--- src/rtl/fetch_unit.sv ---
// Instruction fetch stage: word-aligned PC generation, credit-limited
// memory requests, 2-entry instruction buffer and redirect handling.
module fetch_unit #(
    parameter logic [31:0] RESET_PC     = 32'h0000_0000,
    parameter int unsigned MAX_INFLIGHT = 2
) (
    input  logic        clk,
    input  logic        rst,
    input  logic        enable,
    output logic        imem_req_valid,
    input  logic        imem_req_ready,
    output logic [31:0] imem_req_addr,
    input  logic        imem_rsp_valid,
    input  logic [31:0] imem_rsp_data,
    input  logic        redirect_valid,
    input  logic [31:0] redirect_pc,
    output logic        instr_valid,
    input  logic        instr_ready,
    output logic [31:0] instruction,
    output logic [31:0] instr_pc
);

    localparam logic [31:0] START_PC = RESET_PC & 32'hFFFF_FFFC;

    logic [31:0] fetch_pc_q, fetch_pc_d;
    logic [31:0] rsp_pc_q, rsp_pc_d;
    logic [1:0]  inflight_q, inflight_d;
    logic [1:0]  discard_q, discard_d;
    logic [1:0]  count_q, count_d;
    logic        head_q, head_d;
    logic [31:0] buf_data_q [2];
    logic [31:0] buf_data_d [2];
    logic [31:0] buf_pc_q [2];
    logic [31:0] buf_pc_d [2];

    logic [2:0]  used;
    logic        req_fire;
    logic        rsp_ok;
    logic        push;
    logic        pop;
    logic        wr_idx;
    logic [31:0] target_pc;

    // Credits cover both outstanding requests and buffered words, so a
    // returning response always has a free slot. Reset gates the request.
    assign used           = {1'b0, inflight_q} + {1'b0, count_q};
    assign imem_req_valid = rst & enable & ~redirect_valid
                          & (used < 3'(MAX_INFLIGHT));
    assign imem_req_addr  = fetch_pc_q;

    assign instr_valid = (count_q != 2'd0);
    assign instruction = instr_valid ? buf_data_q[head_q] : 32'h0;
    assign instr_pc    = instr_valid ? buf_pc_q[head_q] : 32'h0;

    assign req_fire  = imem_req_valid & imem_req_ready;
    assign rsp_ok    = imem_rsp_valid & (inflight_q != 2'd0);
    assign pop       = instr_valid & instr_ready;
    assign push      = rsp_ok & (discard_q == 2'd0) & ~redirect_valid;
    assign wr_idx    = head_q ^ count_q[0];
    assign target_pc = redirect_pc & 32'hFFFF_FFFC;

    // Next-state: PC advance, credit tracking, stale-response discard and FIFO.
    always_comb begin
        fetch_pc_d = fetch_pc_q;
        rsp_pc_d   = rsp_pc_q;
        discard_d  = discard_q;
        count_d    = count_q;
        head_d     = head_q;
        buf_data_d = buf_data_q;
        buf_pc_d   = buf_pc_q;
        inflight_d = inflight_q + {1'b0, req_fire} - {1'b0, rsp_ok};

        if (redirect_valid) begin
            fetch_pc_d = target_pc;
            rsp_pc_d   = target_pc;
            discard_d  = inflight_q - {1'b0, rsp_ok};
            count_d    = 2'd0;
            head_d     = 1'b0;
        end else begin
            if (req_fire) begin
                fetch_pc_d = fetch_pc_q + 32'd4;
            end
            if (rsp_ok && discard_q != 2'd0) begin
                discard_d = discard_q - 2'd1;
            end
            if (push) begin
                buf_data_d[wr_idx] = imem_rsp_data;
                buf_pc_d[wr_idx]   = rsp_pc_q;
                rsp_pc_d           = rsp_pc_q + 32'd4;
            end
            count_d = count_q + {1'b0, push} - {1'b0, pop};
            if (pop) begin
                head_d = ~head_q;
            end
        end
    end

    // State registers; reset drops all in-flight and buffered state.
    always_ff @(posedge clk or negedge rst) begin
        if (!rst) begin
            fetch_pc_q <= START_PC;
            rsp_pc_q   <= START_PC;
            inflight_q <= 2'd0;
            discard_q  <= 2'd0;
            count_q    <= 2'd0;
            head_q     <= 1'b0;
            for (int i = 0; i < 2; i++) begin
                buf_data_q[i] <= 32'h0;
                buf_pc_q[i]   <= 32'h0;
            end
        end else begin
            fetch_pc_q <= fetch_pc_d;
            rsp_pc_q   <= rsp_pc_d;
            inflight_q <= inflight_d;
            discard_q  <= discard_d;
            count_q    <= count_d;
            head_q     <= head_d;
            buf_data_q <= buf_data_d;
            buf_pc_q   <= buf_pc_d;
        end
    end

endmodule

--- config.mk ---
export PLATFORM = sky130hd
export DESIGN_NAME = fetch_unit
export DESIGN_NICKNAME = d
export VERILOG_FILES = /design/src/rtl/fetch_unit.sv
export SDC_FILE = /design/constraint.sdc
export NUM_CORES = 1
export LEC_CHECK = 0
export BUFFER_PORTS_ARGS = -buffer_cell sky130_fd_sc_hd__buf_2
export CAP_MARGIN = 5
export CORE_ASPECT_RATIO = 1.1
export CORE_MARGIN = 5
export CORE_UTILIZATION = 50
export DETAILED_ROUTE_END_ITERATION = 16
export PLACE_DENSITY = 0.75
export SETUP_SLACK_MARGIN = 0.15
export SLEW_MARGIN = 20
export SYNTH_ARGS = -nofsm -noshare
export SYNTH_HDL_FRONTEND = slang
export SYNTH_SLANG_ARGS = --single-unit
--- constraint.sdc ---
create_clock -name clk -period 2.4 [get_ports clk]
set_input_delay 0.12 -clock clk [delete_from_list [all_inputs] [get_ports clk]]
set_output_delay 0.12 -clock clk [all_outputs]
set_load 0.01 [all_outputs]
After elaboration in Yosys (flattened, before gate mapping)
Cells that the tools add are included.
Word-level totals
  memories kept: 0
  bits in writable memories: 0
  memory bits (read-only): 0
  latch bits: 0
  register bits: 199
Cells by class
  multiplexer cells: 21
  reduce and logical (&&, ||, !) cells: 11
  magnitude comparators: 4
  div/mod/pow operators: 0
  bitwise gates (word level): 13
  shifts and indexed selects: 0
  add/subtract/negate cells: 9
  equality and inequality tests: 0
  $mul: 0
Operator list (number)
  32-bit two-way mux: 13
  64-bit bitwise mux: 2
  32-bit by 3-bit adder with 32-bit output, second input constant: 2
  32-bit demux with 1-bit select: 1
  2-bit nonzero test: 7
  1-bit AND: 8
  2-bit two-way mux: 3
  2-bit by 1-bit subtractor with 2-bit output: 3
  2-bit by 1-bit adder with 2-bit output: 2
  2-bit >= comparator, second input constant: 2
  1-bit NOT with 2-bit output: 2
  2-bit by 2-bit adder with 3-bit output: 1
  3-bit by 2-bit < comparator with 1-bit output, second input constant: 1
  1-bit logical AND: 2
  2-bit zero test: 1
  2-bit by 1-bit < comparator with 1-bit output, second input constant: 1
  1-bit two-way mux: 2
  1-bit NOT: 2
  2-bit AND reduction: 1
  2-bit by 1-bit subtractor with 2-bit output, second input constant: 1
  1-bit XOR: 1

Logic depth before layout (Yosys ltp)
  depth after elaboration: 7
  depth in mapped cells: 10

Least setup slack after synthesis
OpenSTA, ideal clock, no wires.
  kind: reg2reg
  start: register inflight_q[0]
  end: register inflight_q[1]
  period minus slack after synthesis: 2531 ps
  data required time: 2277 ps
  cell stages (with the launch flop): 11
  arrival time: 2409 ps
  slack: -131 ps
  cells stage by stage: dfrtp_1 > and2_1 > fa_1 > nor4bb_1 > clkbuf_1 > nand2_1 > ha_1 > inv_1 > ha_1 > xnor2_1 > xnor2_1
Between the ends
  longest elaborated chain between the ends: 6
RTL lines
  start, declared: RTL line 27  | logic [1:0] inflight_q, inflight_d;
  start signal, assigned: RTL line 114  | inflight_q <= inflight_d;
  2-bit by 2-bit adder with 3-bit output: RTL line 46  | assign used = {1'b0, inflight_q} + {1'b0, count_q};
  3-bit by 2-bit < comparator with 1-bit output: RTL line 48  | & (used < 3'(MAX_INFLIGHT));
  1-bit AND: RTL line 48
  1-bit AND: RTL line 55  | assign req_fire = imem_req_valid & imem_req_ready;
  2-bit by 1-bit adder with 2-bit output: RTL line 71  | inflight_d = inflight_q + {1'b0, req_fire} - {1'b0, rsp_ok};
  2-bit by 1-bit subtractor with 2-bit output *: RTL line 71
  via inflight_d[1]: RTL line 27
Mark *: on every way through the listed nets, which the timed path passes. The rest lies on a longest branch.
A chain may end at the register's enable or synchronous reset.

Worst setup path in the final report
  start: register count_q[0]
  end: register fetch_pc_q[23] (netlist: imem_req_addr[23])
Between the ends
  longest elaborated chain between the ends: 5
RTL lines
  start, declared: RTL line 29  | logic [1:0] count_q, count_d;
  start signal, assigned: RTL line 116  | count_q <= count_d;
  2-bit by 2-bit adder with 3-bit output: RTL line 46
  3-bit by 2-bit < comparator with 1-bit output: RTL line 48
  1-bit AND: RTL line 48
  1-bit AND: RTL line 55
  2-bit nonzero test (no line)
  end signal, assigned: RTL line 112  | fetch_pc_q <= fetch_pc_d;
  end, declared: RTL line 25  | logic [31:0] fetch_pc_q, fetch_pc_d;
No other way between the ends.

==> metrics.txt <==
RD Place Congestion 0.9660; required time of the critical path 2.75 ns; Tot Pwr about 13 mW; EDFF count, synth 0; RSZ-0062 raised after global routing true; Worst VDD drop 0.6636 mV; placed cell count 1271; most frequent cells in the layout 190 x dfrtp_1, 161 x buf_2, 131 x mux2_2, 96 x nor2_1, 69 x mux2i_1; worst skew pair latency 0.43 ns; GR Util All Layers 0.2219; hpwl dp 16420 um; Min Hold Slack 0.02443 ns; Multi-input gate area 0.004888 mm2; synth-to-layout area growth 25.89%; worst setup margin -0.06640 ns; DRC violations left 0; pre-CTS setup slack -0.1203 ns; clk_skew approximately 0.012 ns; Ant. Diodes 0; Die Width 143.4 um; Setup TNS Final -0.1344 ns; Synth area leaders dfrtp_1 49%, mux2_2 15%, mux2i_1 7.1%, nor2_1 3.8%, nand3_1 1.6%; fin nets 1178; Final period util 1.028; share of cells above drive strength 1 0.3607; Worst Path Max Fanout 3; drt initial violations about 520; Worst Path Arrival 2.81 ns; outcome complete, but fails checks; post-synth top area cell dfrtp_1; crit path buf inv count 2; worst min path class in2reg; htree depth 4; max_slew headroom 0.4537; GRT overflow 0; Root Buffer clkbuf_16; Hold Vio Cnt, Final 0; pwr dens 1025 mW/mm2; Slew @ Worst Pin between 0.8 and 0.9 ns; Post-Syn Area 0.009783 mm2; final non-filler cell total 1356; post-route cell area 0.01232 mm2; post-synthesis cell count 887; Final Max Tran Viols 0; Fmax 405.4 MHz; wirelength, routed 24530 um; Top FF cell, synth dfrtp_1; PortBufs 162; Critical Path Source Type flip-flop; CTS tree done; site row count 53; first-pass GRT wire length ~40000 um; vias in the first global route 7887; synthesized area per cell 11.03 um2; placed inst area roughly 0.011 mm2; slowest stage delay, CP 0.47 ns; Max clock buf depth 2; initial antenna violation count 0; Worst path slowest cell fa_1; Yosys reg bits 191; Final setup violation count 6; routed vias/inst around 5.8; Initial Util 0.5105; CP cell instances and2_4, fa_1, nor4bb_2, buf_4, nand4_1, buf_4, or4_1, a31oi_1; violated checks setup timing; Die ar. around 0.022 mm2; CTS buffer count 17; Die H 156.7 um; clk sinks 191; YS warnings 0; Max Cap Viol 0; cell mode on critical path buf_4; Pleak around 5.5 nW; filler cell count 1529; Core Area 0.01916 mm2; antenna-violating nets left 0; Detailed Routing Iterations Pass 1 5; post-layout min period 2.466 ns; clock slew at reported path FFs 0.07 ns; Top delay family on crit path simple AND/OR/NAND/NOR gates; CP Class reg2reg; most common cell after layout, fill and taps aside dfrtp_1; DR vias 7826; Util after Layout 0.6426; Yosys top cell area share 0.4886; sequential-to-total area share from yosys stat 0.4886; Routed WL per cell 18.09 um; FF+latch area roughly 0.0048 mm2; largest net degree at the start of global routing 127; ys async rst share 1.000; Distinct cells, synth 61; crit path capture type flip-flop; I/O pin count 169
==> worst register-to-register path, delay by kind of cell (launching register included) <==
kind,cells,cell delay [ns]
flip-flops,1,0.38
AND/OR/NAND/NOR,4,1.01
adder cells (fa/ha/maj),1,0.47
AO/OA/AOI/OAI,1,0.16
buffers and inverters,2,0.37
==> power by group <==
part	internal [mW]	switching, mW
clock	1.69	1.18
combinational	2.37	2.38
sequential	4.33	0.685
==> area by class of cell <==
class,count,area share
timing repair buffer,245,0.1344
sequential,191,0.3884
inverter,22,0.006705
clock buffer,21,0.03739
multi-input combinational,621,0.3969
tap,247,0.02509
clock inverter,9,0.01107
==> cells by family (layout without fill, tap and decap cells) <==
kind of cell             count (synthesis)  in the layout  synth area share
AND/OR/NAND/NOR                        300            300            0.1599
multiplexers                           202            202            0.2237
flip-flops                             191            191            0.4886
AO/OA/AOI/OAI                           86             86           0.06382
buffers and inverters                   78            297           0.03351
XOR/XNOR                                20             20           0.01791
adder cells (fa/ha/maj)                  9              9           0.01228
other                                    1              4         0.0003833
==> final timing paths <==
path / from / to / slack [ns] / cells after the start
max: count_q[0]$_DFF_PN0_ / imem_req_addr[23]$_DFFE_PN0P_ / -0.07 / 8
min: redirect_pc[23] / imem_req_addr[23]$_DFFE_PN0P_ / 0.02 / 3
max reg2reg: count_q[0]$_DFF_PN0_ / imem_req_addr[23]$_DFFE_PN0P_ / -0.07 / 8
min reg2reg: buf_data_q[28]$_DFFE_PN0P_ / buf_data_q[28]$_DFFE_PN0P_ / 0.50 / 1
max in group asynchronous: rst / buf_data_q[29]$_DFFE_PN0P_ / 1.34 / 3
min in group asynchronous: rst / imem_req_addr[17]$_DFFE_PN0P_ / 0.39 / 3
==> what timing repair did <==
action	in CTS	in global routing
resized for setup	29	18
cloned	0	0
hold buffers	48	0
endpoints found under the hold margin	281	0
endpoints found under the setup margin	30	35
pin swaps	21	13
setup buffers	5	2
==> state kept, by name, indices dropped and copies added, names as in the netlist <==
signal / count
buf_data_q: 64
buf_pc_q: 60
imem_req_addr: 30
rsp_pc_q: 30
count_q: 2
discard_q: 2
inflight_q: 2
head_q: 1
==> routing by layer <==
layer	track usage	wire length (um)
met3	0.04462	1666
met1	0.3047	10820
met2	0.3598	11590
met5	0	0
met4	0.06323	465
==> Yosys cell counts (2+ instances only) <==
library cell  number
dfrtp_1          191
mux2_2           133
nor2_1            98
mux2i_1           69
nand2_1           40
nand3_1           31
clkbuf_1          28
nand4_1           24
inv_1             21
buf_2             16
or4_1             15
xnor2_1           15
nor3_1            14
a31oi_1           13
and4_1            13
nor4_1            13
o21ai_0           12
a211oi_1          10
a21oi_1           10
and3_1             9
nor2b_1            9
buf_1              8
ha_1               8
o31ai_1            8
and2_1             7
or3_1              7
o211ai_1           5
xor2_1             5
a311oi_1           4
a31o_2             4
buf_4              4
nand2b_1           4
a211o_1            3
o311a_1            3
nand3b_1           2
nor3b_1            2
o221a_2            2
o311ai_0           2
o31a_1             2
or2_2              2
Power figures use the tool's default switching activity.
